[config.mk]
export PLATFORM = sky130hd
export DESIGN_NAME = limit_modeselect
export DESIGN_NICKNAME = d
export VERILOG_FILES = /design/src/rtl/limit_modeselect.sv
export SDC_FILE = /design/constraint.sdc
export NUM_CORES = 1
export LEC_CHECK = 0
export BUFFER_PORTS_ARGS = -buffer_cell sky130_fd_sc_hd__buf_2
export CAP_MARGIN = 20
export CORE_ASPECT_RATIO = 0.6
export CORE_UTILIZATION = 44
export CTS_CLUSTER_DIAMETER = 60
export DETAILED_ROUTE_END_ITERATION = 8
export PLACE_DENSITY_LB_ADDON = 0.2
export SYNTH_ARGS = -nofsm -noshare
export SYNTH_HDL_FRONTEND = slang
export SYNTH_SLANG_ARGS = --single-unit
[constraint.sdc]
create_clock -name clk -period 2 [get_ports clk]
set_input_delay 0.2 -clock clk [delete_from_list [all_inputs] [get_ports clk]]
set_output_delay 0.2 -clock clk [all_outputs]
set_load 0.01 [all_outputs]
[src/rtl/limit_modeselect.sv]
// Limit/mode controller for the BCD up-counter: button-cycled modes, BCD-checked limit capture.
// Optional LIMIT_WINDOW_EN adds the min limit and WINDOW mode; default build cycles OFF/CARRY/MAX.
module limit_modeselect #(
    parameter int unsigned DIGITS = 6
) (
    input  logic                  clk,
    input  logic                  reset,
    input  logic [4*DIGITS-1:0]   cnt_in,
    input  logic                  mode_btn,
    input  logic                  store_max,
    input  logic                  store_min,
    output logic [1:0]            mode,
    output logic [4*DIGITS-1:0]   max_out,
    output logic [4*DIGITS-1:0]   min_out,
    output logic                  carry_en,
    output logic                  max_en,
    output logic                  min_en,
    output logic                  limit_hit,
    output logic                  store_err
);

    localparam int unsigned W = 4 * DIGITS;

    typedef enum logic [1:0] {
        MODE_OFF    = 2'd0,
        MODE_CARRY  = 2'd1,
        MODE_MAX    = 2'd2,
        MODE_WINDOW = 2'd3
    } mode_e;

    mode_e          mode_q, mode_d;
    logic           btn_q;
    logic [W-1:0]   max_lim_q, max_lim_d;
    logic [W-1:0]   max_out_q, max_out_d;
    logic [W-1:0]   min_out_q, min_out_d;
    logic           carry_en_q, carry_en_d;
    logic           max_en_q, max_en_d;
    logic           min_en_q, min_en_d;
    logic           hit_q, hit_d;
    logic           err_q, err_d;
    logic           cnt_bcd_c;
    logic           advance_c;

`ifdef LIMIT_WINDOW_EN
    logic [W-1:0]   min_lim_q, min_lim_d;
`else
    logic           unused_store_min;
    assign unused_store_min = store_min;
`endif

    // Every digit of the live count must be 0..9 for a capture to be accepted.
    always_comb begin
        cnt_bcd_c = 1'b1;
        for (int unsigned k = 0; k < DIGITS; k++) begin
            if (cnt_in[4*k +: 4] > 4'd9) begin
                cnt_bcd_c = 1'b0;
            end
        end
    end

    assign advance_c = mode_btn & ~btn_q;

    // Next-state: mode, limits, then outputs decoded from the next-state values.
    always_comb begin
        mode_d     = mode_q;
        max_lim_d  = max_lim_q;
        max_out_d  = '0;
        min_out_d  = '0;
        carry_en_d = 1'b0;
        max_en_d   = 1'b0;
        min_en_d   = 1'b0;

        if (advance_c) begin
`ifdef LIMIT_WINDOW_EN
            mode_d = mode_e'(2'(mode_q + 2'd1));
`else
            mode_d = (mode_q == MODE_MAX) ? MODE_OFF : mode_e'(2'(mode_q + 2'd1));
`endif
        end

        if (store_max && cnt_bcd_c) begin
            max_lim_d = cnt_in;
        end

`ifdef LIMIT_WINDOW_EN
        min_lim_d = min_lim_q;
        if (store_min && cnt_bcd_c) begin
            min_lim_d = cnt_in;
        end
        err_d = (store_max | store_min) & ~cnt_bcd_c;
`else
        err_d = store_max & ~cnt_bcd_c;
`endif

        case (mode_d)
            MODE_OFF: begin
            end
            MODE_CARRY: begin
                carry_en_d = 1'b1;
                for (int unsigned k = 0; k < DIGITS; k++) begin
                    max_out_d[4*k +: 4] = (max_lim_d[4*k +: 4] != 4'd0) ? 4'd1 : 4'd0;
                end
            end
            MODE_MAX: begin
                max_out_d = max_lim_d;
                max_en_d  = 1'b1;
            end
            MODE_WINDOW: begin
                max_out_d = max_lim_d;
                max_en_d  = 1'b1;
`ifdef LIMIT_WINDOW_EN
                // An inverted window degrades to plain MAX behaviour.
                if (min_lim_d <= max_lim_d) begin
                    min_en_d  = 1'b1;
                    min_out_d = min_lim_d;
                end
`endif
            end
        endcase

        hit_d = max_en_q && (cnt_in == max_lim_q);
    end

    always_ff @(posedge clk or posedge reset) begin
        if (reset) begin
            mode_q     <= MODE_OFF;
            btn_q      <= 1'b0;
            max_lim_q  <= '0;
            max_out_q  <= '0;
            min_out_q  <= '0;
            carry_en_q <= 1'b0;
            max_en_q   <= 1'b0;
            min_en_q   <= 1'b0;
            hit_q      <= 1'b0;
            err_q      <= 1'b0;
`ifdef LIMIT_WINDOW_EN
            min_lim_q  <= '0;
`endif
        end else begin
            mode_q     <= mode_d;
            btn_q      <= mode_btn;
            max_lim_q  <= max_lim_d;
            max_out_q  <= max_out_d;
            min_out_q  <= min_out_d;
            carry_en_q <= carry_en_d;
            max_en_q   <= max_en_d;
            min_en_q   <= min_en_d;
            hit_q      <= hit_d;
            err_q      <= err_d;
`ifdef LIMIT_WINDOW_EN
            min_lim_q  <= min_lim_d;
`endif
        end
    end

    assign mode      = mode_q;
    assign max_out   = max_out_q;
    assign min_out   = min_out_q;
    assign carry_en  = carry_en_q;
    assign max_en    = max_en_q;
    assign min_en    = min_en_q;
    assign limit_hit = hit_q;
    assign store_err = err_q;

endmodule

== Yosys cells after proc, flatten, opt, wreduce, memory -nomap -nowiden ==
Cells that the tools add are included.

* Register bits after elaboration: 55
* Bits in latches: 0
* Memory bits (writable): 0
* Memory bits (read-only): 0
* Output and inout port bits: 55
* Word-level logic and storage cells: 51
* Memories kept: 0

* $add $sub $neg: 1
* $mul: 0
* Divide/modulo/power cells: 0
* Order comparisons: 6
* Equal/unequal tests: 5
* Shift operators: 0
* Mux-type cells: 18
* Bitwise logic cells: 4
* Reduce and logical (&&, ||, !) cells: 9

{| class="wikitable"
|+ Operators by type and width
! operator !! number
|-
| 24-bit case mux with 2 select lines || 1
|-
| 24-bit equality test || 1
|-
| 4-bit > comparator (second input constant) || 6
|-
| 24-bit 2-to-1 mux || 1
|-
| 4-bit nonzero test || 6
|-
| 1-bit 2-to-1 mux || 14
|-
| 2-bit equality test (second input constant) || 3
|-
| 2-bit 2-to-1 mux || 2
|-
| 2-bit by 1-bit adder with 2-bit output (second input constant) || 1
|-
| 1-bit AND || 2
|-
| 2-bit by 1-bit equality test with 1-bit output (second input constant) || 1
|-
| 1-bit logical AND || 2
|-
| 1-bit inverter || 2
|-
| 2-bit OR reduction || 1
|}

== Longest topological paths before layout ==
* Depth after elaboration: 12
* Depth in mapped cells: 7
* Depth with buffers taken out: 4

== Worst setup path after synthesis ==
No wires, ideal clock.

* Kind: reg-to-reg
* From: reg btn_q
* To: reg max_out_q[7] (netlist: max_out[7])
* Library setup time: 0.133 ns
* Data arrival time: 1.397 ns
* Data required time: 1.867 ns
* Path slack: 0.470 ns
* Cell stages (with the launch flop): 8
* Period minus slack after synthesis: 1.530 ns
* Cells stage by stage: dfrtp_1 > nand2b_1 > clkbuf_1 > mux2_2 > buf_2 > buf_2 > nand4_1 > o21ai_0

* Word-level cells in the longest chain between the ends: 6
* Elaborated cells on any way between the ends: 8
* Those cells by class: 3 x eq/ne; 2 x mux; 2 x bitwise; 1 x reduce/logical

{| class="wikitable"
|+ RTL lines
! item !! RTL line !! RTL
|-
| from (decl) || 32 || <nowiki>logic btn_q;</nowiki>
|-
| from (signal assigned) || 141 || <nowiki>btn_q <= mode_btn;</nowiki>
|-
| 1-bit inverter * || 61 || <nowiki>assign advance_c = mode_btn & ~btn_q;</nowiki>
|-
| 1-bit AND * || 61 ||
|-
| 2-bit 2-to-1 mux * || 73 || <nowiki>if (advance_c) begin</nowiki>
|-
| 2-bit equality test || 95 || <nowiki>case (mode_d)</nowiki>
|-
| 2-bit OR reduction (no line) || -- ||
|-
| 24-bit case mux with 2 select lines * || 95 ||
|-
| net max_out_d[7] || 34 || <nowiki>logic [W-1:0] max_out_q, max_out_d;</nowiki>
|-
| to (signal assigned) || 143 || <nowiki>max_out_q <= max_out_d;</nowiki>
|-
| to (decl) || 34 ||
|}

Mark *: on every way through the listed nets, which the timed path passes. The rest lies on a longest branch.

== Worst setup path after layout ==
* From: reg btn_q
* To: reg max_out_q[16] (netlist: max_out[16])

The elaborated chain is that of the path after synthesis.

==> results.toml <==
[global_routing]
grt_max_degree = 56
grt_pass1_vias = 1849
grt_overflow = 0
grt_first_pass_wirelength_um = 9760
antenna_found_initial = 0
grtUsageTotal_pct = 19.1

[setup_path]
slowest_delay_ps = 390
reg2reg_depth = 5
slowest_stage = "mux2_2"
crit_start = "btn_q"
cp_max_fo = 13
start_kind = "flip-flop"
r2r_setup_slack_ps = 470
critPathCaptureType = "flip-flop"
crit_arrival_ps = 1730
r2r-end = "max_out[16]"
cp_data_required_time_ps = 2190
endpoint = "max_out[16]"
path_cells = "nand2b_1, buf_4, mux2_2, a22oi_1, mux2i_1"
critical_path_class = "flip-flop to flip-flop"
reg2reg_from = "btn_q"

[cts]
clk_latency_ps = 310
cts_buffers = 5
cts_tree = "yes"
cts_root_buf = "clkbuf_8"
htreeDepth = 2
cts_buffer_depth = 2
clk_pin_slew_ps = 100
cts_resized = 0
clock-sinks = 55

[routing]
ant_nets = 0
routed_wl_um = 6170
dr_total_vias = 2013
drcViolationCount = 0
via_per_inst = 5.05
post_drt_wl_per_cell_um = 15.5
dr.pass1.iters = 4
drt-initial-drc-count = 89

[power_and_ir_drop]
peakVddDrop_mv = 0.586
p_per_area_nw_per_um2 = 1210
leakagePower_nw = 1.55
p_total_mw = 3.98

[synthesis]
netlist_area_um2 = 2850
ys_seq_elements = 55
avgSynthCellArea_um2 = 11.0
ys_types = 29
syn_inst = 258
seq_area_frac_synth_pct = 48.3
ys.warnings.count = 0

[hold_path]
holdCritPathClass = "input pin to flip-flop"
hold_depth = 1

[sta]
hold_violations = 0
max_freq_mhz = 652
setup_viol = 0
rsz0062_at_grt = "no"
fin_tns_setup_ps = 0
clock_skew_ps = 3.62
fin_crit_ps = 1530
hold_slack_ps = 11.8
finalMaxSlewViolations = 0
fin_crit_sh_pct = 76.7

[layout]
drive_gt1_share_pct = 32.4
layout.cells.non_filler = 399
areaGrowthSynthToFinish_pct = 15.9
diodes = 0
fill_cells = 592
final_common_cell = "buf_2"
final_cell_mix = "57 x buf_2, 55 x dfrtp_1, 25 x conb_1"
num-nets-final = 343

[placement]
portBuffers = 57
gp_congestion = 0.748
hpwl_um = 4170
dp.cells = 389

[flow_run]
maxCapViolCount = 0

[floorplanning]
core-area_um2 = 6190
ios = 84
rows = 22
die_area_um2 = 6810
die_w_um = 106
start_util_pct = 46.0
die_y_um = 64.3

[run_status]
outcome = "complete, no violations"
-- cell type report --
type | instances | area [um2] | share of cell area [%]
Clock buffer | 6 | 72.6 | 2.20
Tap cell | 84 | 105 | 3.18
Inverter | 2 | 7.51 | 0.227
Timing Repair Buffer | 66 | 405 | 12.3
Multi-Input combinational cell | 184 | 1280 | 38.6
Clock inverter | 2 | 60.1 | 1.82
Sequential cell | 55 | 1380 | 41.7
-- per-stage QoR --
step / worst slack [ps] / instance area [um2] / utilization (%)
2_1_floorplan: 457 / 2940 / -
3_3_place_gp: 216 / 3150 / 50.9
3_5_place_dp: 160 / 3150 / 50.9
4_1_cts: 93.7 / 3300 / 53.2
5_1_grt: 414 / 3300 / 53.3
6_report: 465 / 3300 / 53.3
-- worst max-delay path, delay by kind of cell, from the launching register on --
kind	cells	cell delay [ps]
AO/OA/AOI/OAI	1	230
multiplexers	2	500
AND/OR/NAND/NOR	1	160
buffers and inverters	1	160
flip-flops	1	370
-- cell usage after synthesis (all sizes together) --
| cell | number | share of area (%) |
|---|---|---|
| clkbuf | 5 | 0.66 |
| nand4 | 20 | 4.4 |
| inv | 2 | 0.26 |
| a22oi | 12 | 3.2 |
| nor2b | 1 | 0.22 |
| mux2 | 28 | 12 |
| xor2 | 15 | 4.6 |
| conb | 1 | 0.13 |
| or3 | 12 | 2.6 |
| a31oi | 1 | 0.22 |
| nor2 | 1 | 0.13 |
| and2 | 1 | 0.31 |
| mux2i | 7 | 2.5 |
| and4 | 1 | 0.31 |
| nor4 | 4 | 0.88 |
| dfrtp | 55 | 48 |
| o21ai | 24 | 4.2 |
| and3 | 1 | 0.22 |
| xnor2 | 9 | 2.8 |
| nand2b | 1 | 0.22 |
| nor3 | 1 | 0.18 |
| nand2 | 18 | 2.4 |
| nand3 | 2 | 0.35 |
| buf | 36 | 9.1 |
-- cells by family (layout without fill, tap and decap cells) --
family | after synthesis | after routing | synth area share (%)
AOI/OAI and AO/OA | 37 | 37 | 7.60
xor gates and xnor gates | 24 | 24 | 7.38
buffers and inverters | 43 | 76 | 10.1
DFF | 55 | 55 | 48.3
muxes | 35 | 35 | 14.3
other | 1 | 25 | 0.132
and+or+nand+nor | 63 | 63 | 12.2
-- routing by layer --
metal / GRT usage [%] / vias up / part of all wire, %
li1: - / 978 / -
met1: 28.6 / 972 / 52
met2: 27.9 / 59 / 42
met3: 4.39 / 4 / 6.3
met4: 4.34 / 0 / 0.44
met5: 0 / - / 0
-- state kept, by name, summed over array words and instances (netlist names) --
signal and count:
btn_q 1, carry_en 1, limit_hit 1, max_en 1, max_lim_q 24, max_out 24, mode 2, store_err 1
-- how the worst min path moves through the flow --
stage,start,to,slack (ps)
floorplan,mode_btn,btn_q,230
global placement,reset,btn_q,280
detailed placement,reset,mode[0],280
CTS,mode_btn,btn_q,10
global route,mode_btn,btn_q,3
finish,mode_btn,btn_q,10
-- where the power goes --
part           internal, mW  switching [mW]
Combinational         0.660           0.771
Clock                 0.500           0.361
Sequential             1.46           0.231
Total                  2.62            1.36
-- timing repair --
item | CTS | global route
endpoints found under the hold margin | 55 | 0
hold buffers | 1 | 0
buffers inserted | 0 | 0
Note: power is estimated with default switching activity, not from simulation.
